### src/rtl/mul_arb_pkg.sv
// mul_arb_pkg: shared types and helpers for the multiplier arbiter.
//   OP_W        operand width of the shared multiplier
//   RES_W       product width
//   ID_MAX_W    requester-ID width stored in the response FIFO (covers up to 8 requesters)
//   rsp_entry_t one response FIFO entry {id, data}
//   next_rr()   round-robin pointer rotation
package mul_arb_pkg;

    localparam int unsigned OP_W     = 8;
    localparam int unsigned RES_W    = 16;
    localparam int unsigned ID_MAX_W = 3;

    typedef struct packed {
        logic [ID_MAX_W-1:0] id;
        logic [RES_W-1:0]    data;
    } rsp_entry_t;

    // Advance a round-robin pointer by one, wrapping at num_req.
    function automatic logic [ID_MAX_W-1:0] next_rr(input logic [ID_MAX_W-1:0] ptr,
                                                    input int unsigned         num_req);
        if (32'(ptr) + 32'd1 >= num_req) begin
            return '0;
        end
        return ptr + 1'b1;
    endfunction

endpackage

### src/rtl/mul_arb_rsp_fifo.sv
// mul_arb_rsp_fifo: synchronous response FIFO. The head entry is read straight from
// storage (no output register), so it is visible in the cycle after it is pushed.
// A push into a full FIFO is taken only when a pop happens in the same cycle.
// Ports:
//   clk, rst_n     clock, asynchronous active-low reset (clears storage too)
//   push_i         write push_data_i at the tail
//   push_data_i    entry to write
//   pop_i          drop the head entry
//   head_o         current head entry
//   count_o        number of stored entries
//   full_o/empty_o occupancy flags
module mul_arb_rsp_fifo
    import mul_arb_pkg::*;
#(
    parameter int unsigned DEPTH   = 4,
    parameter type         entry_t = rsp_entry_t,
    localparam int unsigned CNT_W  = $clog2(DEPTH + 1),
    localparam int unsigned PTR_W  = (DEPTH > 1) ? $clog2(DEPTH) : 1
) (
    input  logic             clk,
    input  logic             rst_n,
    input  logic             push_i,
    input  entry_t           push_data_i,
    input  logic             pop_i,
    output entry_t           head_o,
    output logic [CNT_W-1:0] count_o,
    output logic             full_o,
    output logic             empty_o
);

    entry_t           mem_q [DEPTH];
    logic [PTR_W-1:0] wr_ptr_q, wr_ptr_d;
    logic [PTR_W-1:0] rd_ptr_q, rd_ptr_d;
    logic [CNT_W-1:0] count_q, count_d;
    logic             do_push, do_pop;

    assign full_o  = (count_q == CNT_W'(DEPTH));
    assign empty_o = (count_q == '0);
    assign count_o = count_q;
    assign head_o  = mem_q[rd_ptr_q];

    assign do_pop  = pop_i && !empty_o;
    assign do_push = push_i && (!full_o || do_pop);

    always_comb begin
        wr_ptr_d = wr_ptr_q;
        rd_ptr_d = rd_ptr_q;
        count_d  = count_q;
        if (do_push) begin
            wr_ptr_d = (wr_ptr_q == PTR_W'(DEPTH - 1)) ? '0 : wr_ptr_q + 1'b1;
        end
        if (do_pop) begin
            rd_ptr_d = (rd_ptr_q == PTR_W'(DEPTH - 1)) ? '0 : rd_ptr_q + 1'b1;
        end
        count_d = count_q + CNT_W'(do_push) - CNT_W'(do_pop);
    end

    always_ff @(posedge clk or negedge rst_n) begin
        if (!rst_n) begin
            wr_ptr_q <= '0;
            rd_ptr_q <= '0;
            count_q  <= '0;
            for (int i = 0; i < DEPTH; i++) begin
                mem_q[i] <= '0;
            end
        end else begin
            wr_ptr_q <= wr_ptr_d;
            rd_ptr_q <= rd_ptr_d;
            count_q  <= count_d;
            // On a full FIFO with a simultaneous pop, wr_ptr == rd_ptr: the head is
            // consumed this cycle, so overwriting its slot at the edge is safe.
            if (do_push) begin
                mem_q[wr_ptr_q] <= push_data_i;
            end
        end
    end

endmodule

### src/rtl/mul_arbiter.sv
// mul_arbiter: shares one 8x8->16 multiplier between NUM_REQ requesters.
// Round-robin grant (at most one issue per cycle), operand registers feeding the
// multiplier, a valid/ID tag pipe matching the multiplier latency, and a response
// FIFO whose head drives the tagged, backpressured response channel. Issue is
// credit-limited so the FIFO can never overflow.
// Optional feature (macro MUL_ARB_STATS_EN): stat_issued_o / stat_stall_o counters.
// Ports:
//   clk, rst_n             clock, asynchronous active-low reset
//   req_valid_i/req_ready_o  per-requester handshake (ready one-hot or zero)
//   req_a_i/req_b_i        packed operands, requester i at [8i+7:8i]
//   mul_in1_o/mul_in2_o    registered operands to the multiplier
//   mul_out_i              product from the multiplier
//   rsp_valid_o/rsp_ready_i  response handshake
//   rsp_id_o/rsp_data_o    requester index and product of the head response
//   stat_issued_o          accepted-request count (MUL_ARB_STATS_EN only)
//   stat_stall_o           cycles with a request but no grant (MUL_ARB_STATS_EN only)
//   busy_o                 operation in flight or response queued
module mul_arbiter
    import mul_arb_pkg::*;
#(
    parameter int unsigned NUM_REQ   = 4,
    parameter int unsigned MUL_LAT   = 1,
    parameter int unsigned RSP_DEPTH = 4,
    localparam int unsigned ID_W     = (NUM_REQ > 1) ? $clog2(NUM_REQ) : 1
) (
    input  logic                    clk,
    input  logic                    rst_n,
    input  logic [NUM_REQ-1:0]      req_valid_i,
    output logic [NUM_REQ-1:0]      req_ready_o,
    input  logic [NUM_REQ*OP_W-1:0] req_a_i,
    input  logic [NUM_REQ*OP_W-1:0] req_b_i,
    output logic [OP_W-1:0]         mul_in1_o,
    output logic [OP_W-1:0]         mul_in2_o,
    input  logic [RES_W-1:0]        mul_out_i,
    output logic                    rsp_valid_o,
    input  logic                    rsp_ready_i,
    output logic [ID_W-1:0]         rsp_id_o,
    output logic [RES_W-1:0]        rsp_data_o,
`ifdef MUL_ARB_STATS_EN
    output logic [31:0]             stat_issued_o,
    output logic [31:0]             stat_stall_o,
`endif
    output logic                    busy_o
);

    localparam int unsigned CNT_W = $clog2(RSP_DEPTH + 1);

    // Arbitration / issue
    logic [ID_W-1:0]    rr_ptr_q, rr_ptr_d;
    logic [ID_W-1:0]    grant_idx, cand;
    logic               grant_found;
    logic               credit_ok;
    logic               accept;
    logic [OP_W-1:0]    mul_in1_q, mul_in2_q;
    int unsigned        inflight_cnt;
    int unsigned        slots_used;

    // Tag pipe
    logic [MUL_LAT-1:0] pipe_valid_q;
    logic [ID_W-1:0]    pipe_id_q [MUL_LAT];

    // Response FIFO
    rsp_entry_t         fifo_push_data;
    rsp_entry_t         fifo_head;
    logic               fifo_push, fifo_pop;
    logic [CNT_W-1:0]   fifo_count;
    logic               fifo_full, fifo_empty;

    // Round-robin search from rr_ptr_q, which holds last_grant+1.
    always_comb begin
        grant_found = 1'b0;
        grant_idx   = '0;
        cand        = '0;
        for (int unsigned off = 0; off < NUM_REQ; off++) begin
            cand = ID_W'((32'(rr_ptr_q) + off) % NUM_REQ);
            if (!grant_found && req_valid_i[cand]) begin
                grant_found = 1'b1;
                grant_idx   = cand;
            end
        end
    end

    // Every in-flight op and every queued response holds a FIFO slot; a pop this
    // cycle frees one before the new issue lands.
    always_comb begin
        inflight_cnt = 0;
        for (int i = 0; i < MUL_LAT; i++) begin
            inflight_cnt += 32'(pipe_valid_q[i]);
        end
        slots_used = inflight_cnt + 32'(fifo_count) - 32'(fifo_pop);
        credit_ok  = (slots_used < RSP_DEPTH);
    end

    // rst_n gates ready so no handshake is reported while state is held in reset.
    assign accept = grant_found && credit_ok && rst_n;

    always_comb begin
        req_ready_o = '0;
        if (accept) begin
            req_ready_o[grant_idx] = 1'b1;
        end
    end

    always_comb begin
        rr_ptr_d = rr_ptr_q;
        if (accept) begin
            rr_ptr_d = ID_W'(next_rr(ID_MAX_W'(grant_idx), NUM_REQ));
        end
    end

    always_ff @(posedge clk or negedge rst_n) begin
        if (!rst_n) begin
            rr_ptr_q  <= '0;
            mul_in1_q <= '0;
            mul_in2_q <= '0;
        end else begin
            rr_ptr_q <= rr_ptr_d;
            if (accept) begin
                mul_in1_q <= req_a_i[grant_idx*OP_W +: OP_W];
                mul_in2_q <= req_b_i[grant_idx*OP_W +: OP_W];
            end
        end
    end

    assign mul_in1_o = mul_in1_q;
    assign mul_in2_o = mul_in2_q;

    // Stage 0 lines up with the cycle the operands sit on mul_in*; the last stage
    // lines up with the cycle mul_out_i carries that op's product.
    always_ff @(posedge clk or negedge rst_n) begin
        if (!rst_n) begin
            pipe_valid_q <= '0;
            for (int i = 0; i < MUL_LAT; i++) begin
                pipe_id_q[i] <= '0;
            end
        end else begin
            pipe_valid_q[0] <= accept;
            pipe_id_q[0]    <= grant_idx;
            for (int i = 1; i < MUL_LAT; i++) begin
                pipe_valid_q[i] <= pipe_valid_q[i-1];
                pipe_id_q[i]    <= pipe_id_q[i-1];
            end
        end
    end

    assign fifo_push           = pipe_valid_q[MUL_LAT-1];
    assign fifo_push_data.id   = ID_MAX_W'(pipe_id_q[MUL_LAT-1]);
    assign fifo_push_data.data = mul_out_i;
    assign fifo_pop            = !fifo_empty && rsp_ready_i;

    mul_arb_rsp_fifo #(
        .DEPTH   (RSP_DEPTH),
        .entry_t (rsp_entry_t)
    ) u_rsp_fifo (
        .clk         (clk),
        .rst_n       (rst_n),
        .push_i      (fifo_push),
        .push_data_i (fifo_push_data),
        .pop_i       (fifo_pop),
        .head_o      (fifo_head),
        .count_o     (fifo_count),
        .full_o      (fifo_full),
        .empty_o     (fifo_empty)
    );

    assign rsp_valid_o = !fifo_empty;
    assign rsp_id_o    = ID_W'(fifo_head.id);
    assign rsp_data_o  = fifo_head.data;
    assign busy_o      = (|pipe_valid_q) || !fifo_empty;

    // Credit must keep a result from ever arriving at a full FIFO without a pop.
    assert property (@(posedge clk) disable iff (!rst_n)
        !(fifo_push && fifo_full && !fifo_pop));
    assert property (@(posedge clk) disable iff (!rst_n) $onehot0(req_ready_o));

`ifdef MUL_ARB_STATS_EN
    logic [31:0] stat_issued_q, stat_stall_q;

    always_ff @(posedge clk or negedge rst_n) begin
        if (!rst_n) begin
            stat_issued_q <= '0;
            stat_stall_q  <= '0;
        end else begin
            stat_issued_q <= stat_issued_q + 32'(accept);
            stat_stall_q  <= stat_stall_q + 32'((|req_valid_i) && !accept);
        end
    end

    assign stat_issued_o = stat_issued_q;
    assign stat_stall_o  = stat_stall_q;
`endif

endmodule

### config.mk
export PLATFORM = sky130hd
export DESIGN_NAME = mul_arbiter
export DESIGN_NICKNAME = d
export VERILOG_FILES = /design/src/rtl/mul_arb_pkg.sv /design/src/rtl/mul_arb_rsp_fifo.sv /design/src/rtl/mul_arbiter.sv
export SDC_FILE = /design/constraint.sdc
export NUM_CORES = 1
export LEC_CHECK = 0
export CAP_MARGIN = 40
export CORE_MARGIN = 2
export CORE_UTILIZATION = 43
export DETAILED_ROUTE_END_ITERATION = 12
export GPL_TIMING_DRIVEN = 0
export PLACE_DENSITY = 0.77
export SLEW_MARGIN = 20
export SYNTH_ARGS = -nofsm -noshare
export SYNTH_HDL_FRONTEND = slang
export SYNTH_SLANG_ARGS = --single-unit
### constraint.sdc
create_clock -name clk -period 9.46 [get_ports clk]
set_clock_uncertainty 0.1 [all_clocks]
set_input_delay 1.892 -clock clk [delete_from_list [all_inputs] [get_ports clk]]
set_output_delay 1.892 -clock clk [all_outputs]
set_load 0.02 [all_outputs]
== Word-level counts from Yosys, hierarchy flattened ==
Cells that the tools add are included.

* $lt $le $gt $ge: 11
* Add/sub/neg operators: 11
* Bitwise logic cells: 2
* Muxes and demuxes: 31
* Equality and inequality tests: 3
* Reductions and logical operators: 18
* Shift operators: 2

{| class="wikitable"
|+ Operators with widths
! kind !! number
|-
| 76-bit bitwise mux || 1
|-
| 32-bit by 6-bit variable part select with 8-bit output || 2
|-
| 19-bit binary-select mux with 2-bit select || 1
|-
| 19-bit demux with 2-bit select || 1
|-
| 18-bit 2-to-1 mux || 2
|-
| 32-bit by 3-bit < comparator with 1-bit output (second input constant) || 1
|-
| 19-bit 2-to-1 mux || 1
|-
| 2-bit 2-to-1 mux || 8
|-
| 2-bit by 3-bit < comparator with 1-bit output (second input constant) || 5
|-
| 1-bit 2-to-1 mux || 11
|-
| 1-bit logical AND || 10
|-
| 3-bit >= comparator (second input constant) || 3
|-
| 2-bit by 1-bit adder with 2-bit output (second input constant) || 4
|-
| 1-bit binary-select mux with 2-bit select || 4
|-
| 2-bit NOT with 3-bit output || 2
|-
| 1-bit logical NOT || 5
|-
| 4-bit by 1-bit subtractor with 5-bit output || 1
|-
| 1-bit by 3-bit adder with 4-bit output || 1
|-
| 2-bit adder (second input constant) || 2
|-
| 2-bit == test (second input constant) || 2
|-
| 4-bit 2-to-1 mux || 1
|-
| 2-bit by 1-bit adder with 3-bit output (second input constant) || 1
|-
| 3-bit by 1-bit adder with 3-bit output || 1
|-
| 3-bit == test (second input constant) || 1
|-
| 6 further kinds || 7
|}

* Logic and storage cells: 94
* Register bits: 104
* Input bits: 87

== Depth between registers and ports, before layout ==
Gate-level depths: netlist of the first run.

* Depth after elaboration: 17
* Depth in mapped cells: 15
* Depth with buffers taken out: 13

== Cells and area by module ==
From an unflattened synthesis of the first run, not the netlist that was laid out.

* Cells, all modules: 362
* Area total of the unflattened synthesis: 5247.5 sq um

{| class="wikitable"
|+ By module, submodules not included
! module !! area an instance (sq um) !! cells an instance !! times used
|-
| mul_arb_rsp_fifo || 3708.6 || 220 || 1
|-
| mul_arbiter || 1539.0 || 142 || 1
|}

== Worst setup path before layout of the first run ==
No wires, ideal clock.

* Kind: in2out
* Start: in rsp_ready_i
* End: out req_ready_o[0]
* Slack: 3.652 ns
* Data required time: 7.468 ns
* Arrival time: 3.816 ns
* Cell stages on the path: 11
* Path through: nand2_1 -> inv_1 -> ha_1 -> inv_1 -> ha_1 -> and4_1 -> or4b_1 -> buf_6 -> inv_2 -> buf_4 -> and2_1

* Cells in the longest elaborated chain, start to end: 6

{| class="wikitable"
|+ Ends and longest elaborated chain
! element !! line !! source
|-
| from (decl) || mul_arbiter.sv:36 || <nowiki>input logic rsp_ready_i,</nowiki>
|-
| 1-bit logical AND || mul_arbiter.sv:149 || <nowiki>assign fifo_pop = !fifo_empty && rsp_ready_i;</nowiki>
|-
| 4-bit by 1-bit subtractor with 5-bit output || mul_arbiter.sv:90 || <nowiki>slots_used = inflight_cnt + 32'(fifo_count) - 32'(fifo_pop);</nowiki>
|-
| 32-bit by 3-bit < comparator with 1-bit output || mul_arbiter.sv:91 || <nowiki>credit_ok = (slots_used < RSP_DEPTH);</nowiki>
|-
| 1-bit logical AND (2 in a row) || mul_arbiter.sv:95 || <nowiki>assign accept = grant_found && credit_ok && rst_n;</nowiki>
|-
| via accept || mul_arbiter.sv:53 || <nowiki>logic accept;</nowiki>
|-
| 4-bit 2-to-1 mux || mul_arbiter.sv:99 || <nowiki>if (accept) begin</nowiki>
|-
| to (decl) || mul_arbiter.sv:29 || <nowiki>output logic [NUM_REQ-1:0] req_ready_o,</nowiki>
|}

The timed path passes the listed nets, and every way through them passes these cells.

== Worst setup path in the final report of the first run ==
* Start: in rsp_ready_i
* End: out req_ready_o[3]

The elaborated chain is that of the path after synthesis.

==> impl_metrics.xml, run 1 <==
<?xml version="1.0" encoding="UTF-8"?>
<metrics>
  <group name="status">
    <metric name="status" unit="">completed</metric>
  </group>
  <group name="routing">
    <metric name="route.met2.wl" unit="mm">5.75</metric>
    <metric name="detail_route.wl_per_cell" unit="um">17.8</metric>
    <metric name="post-route-drc-count" unit="">0</metric>
    <metric name="route.antenna.remaining_nets" unit="">0</metric>
    <metric name="highest_routed_layer" unit="">met4</metric>
    <metric name="route.layer.met1.wl" unit="mm">4.82</metric>
    <metric name="dr.pass1.iters" unit="">6</metric>
    <metric name="via_per_inst" unit="">5.25</metric>
    <metric name="met3_length" unit="um">644</metric>
    <metric name="drt_iter0_markers" unit="">127</metric>
    <metric name="vias" unit="">3338</metric>
    <metric name="route.final.wire_length" unit="mm">11.3</metric>
  </group>
  <group name="synth">
    <metric name="synth_cell_types" unit="">43</metric>
    <metric name="yosys_most_used_dff" unit="">sky130_fd_sc_hd__dfrtp_1</metric>
    <metric name="ys_async_sr_fraction" unit="">1.00</metric>
    <metric name="synth_warnings" unit="">0</metric>
    <metric name="mappedNetlistArea" unit="um2">5030</metric>
    <metric name="yosysSeqAreaShare" unit="">0.497</metric>
    <metric name="synth.top_cell.area_share" unit="">0.497</metric>
    <metric name="synth_nets" unit="">451</metric>
    <metric name="ys_seq_elements" unit="">100</metric>
    <metric name="post_synth_main_area_contributors" unit="">sky130_fd_sc_hd__dfrtp_1, sky130_fd_sc_hd__mux2_2, sky130_fd_sc_hd__mux4_2, sky130_fd_sc_hd__mux2i_1, sky130_fd_sc_hd__a221oi_2</metric>
    <metric name="synth-edff-count" unit="">0</metric>
    <metric name="postSynthCellCount" unit="">349</metric>
    <metric name="post_synth.cell_area_avg" unit="um2">14.4</metric>
    <metric name="post-synth-top-area-cell" unit="">sky130_fd_sc_hd__dfrtp_1</metric>
  </group>
  <group name="sta">
    <metric name="worstMarginPinSlew" unit="ps">662</metric>
    <metric name="final_hold_viol_count" unit="">0</metric>
    <metric name="setup_tns" unit="ps">0</metric>
    <metric name="timing_max_transition_violations_final" unit="">0</metric>
    <metric name="rsz0062_at_grt" unit="">no</metric>
    <metric name="max_clock_freq" unit="MHz">142</metric>
    <metric name="slew-limit-headroom" unit="">0.559</metric>
    <metric name="timing.final.setup_violations" unit="">0</metric>
    <metric name="final.min_clock_period" unit="ps">7040</metric>
    <metric name="fin_worst_hold_slack" unit="ps">389</metric>
    <metric name="final_min_period_over_clock_period" unit="">0.744</metric>
  </group>
  <group name="floorplanning">
    <metric name="die_boundary_height" unit="um">112</metric>
    <metric name="row_count" unit="">39</metric>
    <metric name="design.portCount" unit="">127</metric>
    <metric name="floorplan.initialDensity" unit="">0.441</metric>
    <metric name="dieArea" unit="um2">12600</metric>
    <metric name="die_x" unit="um">112</metric>
    <metric name="placeableCoreArea" unit="um2">11400</metric>
  </group>
  <group name="clocking">
    <metric name="clock_tree.htree_level_count" unit="">3</metric>
    <metric name="cts.root.buffer_cell" unit="">sky130_fd_sc_hd__clkbuf_16</metric>
    <metric name="clk_transition_reported_paths" unit="ps">60</metric>
    <metric name="clock_sinks" unit="">100</metric>
    <metric name="cts-hold-fix-buffers" unit="">0</metric>
    <metric name="clkLatencyLatePin" unit="ps">330</metric>
    <metric name="tritoncts" unit="">done</metric>
    <metric name="cts.repair_timing.setup_buffer_count" unit="">0</metric>
    <metric name="cts_inserted_buffers" unit="">9</metric>
    <metric name="cts_resized" unit="">0</metric>
    <metric name="cts.path.max_buffers" unit="">2</metric>
  </group>
  <group name="final_layout">
    <metric name="drive_above_1_share" unit="">0.290</metric>
    <metric name="finalNetCount" unit="">590</metric>
    <metric name="antenna_cells" unit="">0</metric>
    <metric name="area_growth" unit="%">35.1</metric>
    <metric name="mostFrequentLayoutCell" unit="">sky130_fd_sc_hd__clkdlybuf4s50_1</metric>
    <metric name="layout.cells.non_filler" unit="">636</metric>
    <metric name="final.fill_count" unit="">930</metric>
    <metric name="final_util" unit="">0.595</metric>
    <metric name="most_frequent_cells_in_the_layout" unit="">sky130_fd_sc_hd__clkdlybuf4s50_1, sky130_fd_sc_hd__dfrtp_1, sky130_fd_sc_hd__mux2_2</metric>
    <metric name="fin_area" unit="um2">6800</metric>
  </group>
  <group name="placed_design">
    <metric name="numPortBuffers" unit="">126</metric>
    <metric name="post_dp_cell_area" unit="um2">6500</metric>
    <metric name="post-place-cells" unit="">619</metric>
    <metric name="detailed_placement_wirelength_estimate" unit="mm">8.40</metric>
    <metric name="place_congestion" unit="">0.798</metric>
  </group>
  <group name="setup_path">
    <metric name="worst_setup_path_end_kind" unit="">output pin</metric>
    <metric name="timing.critical_path.required" unit="ps">7470</metric>
    <metric name="r2r_end" unit="">mul_in1_o[4]</metric>
    <metric name="worstSetupStartpoint" unit="">rsp_ready_i</metric>
    <metric name="critPathCapture" unit="">req_ready_o[3]</metric>
    <metric name="startpoint_of_the_worst_register_to_register_path" unit="">u_rsp_fifo.count_o[1]</metric>
    <metric name="critPathLaunchType" unit="">input pin</metric>
    <metric name="rr_worst_depth" unit="">13</metric>
    <metric name="critical_path.slowest_cell" unit="">sky130_fd_sc_hd__clkdlybuf4s50_1</metric>
    <metric name="signal_arrival_time_at_the_worst_endpoint" unit="ps">5050</metric>
    <metric name="crit_type" unit="">in -&gt; out</metric>
    <metric name="worst_path_largest_cell_delay" unit="ps">620</metric>
    <metric name="timing.critical_path.cells" unit="">clkdlybuf4s50_1, nand2_1, inv_1, ha_1, inv_1, ha_1, and4_1, or4b_1, buf_6, inv_2, buf_4, and2_1, clkdlybuf4s50_1</metric>
    <metric name="r2r_setup_slack" unit="ps">6370</metric>
    <metric name="critical_path.max_fanout" unit="">10</metric>
  </group>
  <group name="job">
    <metric name="cap_viol_max_count" unit="">0</metric>
  </group>
  <group name="global_route">
    <metric name="pin_count_of_the_biggest_net_entering_global_routing" unit="">62</metric>
    <metric name="grt.overflow.total" unit="">0</metric>
    <metric name="track_usage" unit="">0.191</metric>
    <metric name="global_route_wire_length_before_repair" unit="mm">18.9</metric>
    <metric name="grt_antenna_before_repair" unit="">0</metric>
    <metric name="number_of_global_route_vias_before_repair" unit="">3751</metric>
  </group>
  <group name="power_and_ir_drop">
    <metric name="seq_power_share" unit="">0.325</metric>
    <metric name="pwr-share-clk" unit="">0.155</metric>
    <metric name="swShare" unit="">0.356</metric>
    <metric name="power_frac_comb" unit="">0.519</metric>
    <metric name="power_density" unit="nW/um2">338</metric>
    <metric name="ir_drop_worst_vdd" unit="mV">0.186</metric>
    <metric name="p_sw" unit="uW">818</metric>
    <metric name="internal-power" unit="uW">1480</metric>
    <metric name="cellLeakagePower" unit="uW">0.00297</metric>
  </group>
  <group name="min_path">
    <metric name="holdCritPathClass" unit="">reg -&gt; reg</metric>
  </group>
</metrics>
-- cell families (layout without fill, tap and decap cells) --
kind of cell	count (synthesis)	count (layout)	synth area share
AOI/OAI and AO/OA	30	30	0.0704
and+or+nand+nor	48	48	0.0515
DFF	100	100	0.497
xor gates and xnor gates	2	2	0.00348
adders and majority gates	15	15	0.0388
buffers and inverters	32	176	0.0331
muxes	122	122	0.306
-- flip-flops by register name (all words and copies together) (netlist names) --
register	cells
mul_in1_o	8
pipe_id_q	2
u_rsp_fifo.count_o	3
rr_ptr_q	2
fifo_push	1
u_rsp_fifo.mem_q	72
u_rsp_fifo.rd_ptr_q	2
mul_in2_o	8
u_rsp_fifo.wr_ptr_q	2
-- cells in the mapped netlist, drive strengths merged (5+ instances only) --
library cell,number
nand2,10
buf,15
ha,14
mux2,73
o21ai,5
dfrtp,100
a221oi,16
mux2i,31
mux4,18
nor2,21
inv,15
-- through the flow --
stage / setup WS (ps) / power, uW
finish: 2420 / 2300
global route: 2270 / 2460
CTS: 2410 / 2320
detailed placement: 2430 / 1960
global placement: -111 / 1910
floorplan: 3650 / 1520
-- how the worst min path moves through the flow --
| stage | endpoint | slack [ps] | from | depth (start not counted) |
|---|---|---|---|---|
| after floorplan | u_rsp_fifo.mem_q[19] | 360 | u_rsp_fifo.mem_q[19] | 1 |
| after global placement | u_rsp_fifo.mem_q[21] | 370 | u_rsp_fifo.mem_q[21] | 1 |
| after detailed placement | u_rsp_fifo.mem_q[21] | 380 | u_rsp_fifo.mem_q[21] | 1 |
| after CTS | u_rsp_fifo.mem_q[21] | 390 | u_rsp_fifo.mem_q[21] | 1 |
| after global routing | u_rsp_fifo.mem_q[13] | 420 | u_rsp_fifo.mem_q[13] | 1 |
| final | u_rsp_fifo.mem_q[21] | 390 | u_rsp_fifo.mem_q[21] | 1 |
-- power groups by stage --
| stage | registers [uW] | logic, uW | clock network [uW] |
|---|---|---|---|
| 2_1_floorplan | 760 | 761 | 0 |
| 3_3_place_gp | 737 | 1170 | 0 |
| 3_5_place_dp | 752 | 1200 | 0 |
| 4_1_cts | 748 | 1210 | 370 |
| 5_1_grt | 776 | 1290 | 387 |
| 6_report | 748 | 1190 | 357 |
-- cell type report --
cell class                 instances  area [um2]  area share
multi-input combinational        217        2360       0.348
sequential                       100        2500       0.368
timing repair buffer             128        1300       0.191
tap                              143         179      0.0263
inverter                          15        56.3     0.00828
clock buffer                      12         236      0.0348
clock inverter                     4        48.8     0.00718
buffer                            17         110      0.0162
-- worst max-delay path, delay by kind of cell --
family / cells / cell delay, ps
adders and majority gates: 2 / 470
buffers and inverters: 7 / 1650
and+or+nand+nor: 4 / 1040
-- per-layer routing --
layer  up-vias  GRT usage
li1       1566          -
met1      1661      0.236
met2       105      0.334
met3         6     0.0405
met4         0     0.0634
met5         -          0
(Power assumes the default switching activity.)
==> inputs of run 2 (changes only) <==
clock period = 7.3 ns   (was 9.46 ns; I/O delays follow)
==> results of run 2 <==
The final DEF is identical to that of run 1. Status: completed.
Among the figures that moved: setup slack after placement 2430 ps -> 1140 ps; setup slack after layout 2420 ps -> 1120 ps; register-to-register setup slack 6370 ps -> 4210 ps; total power 2300 uW -> 2980 uW; worst IR drop on VDD 0.186 mV -> 0.242 mV
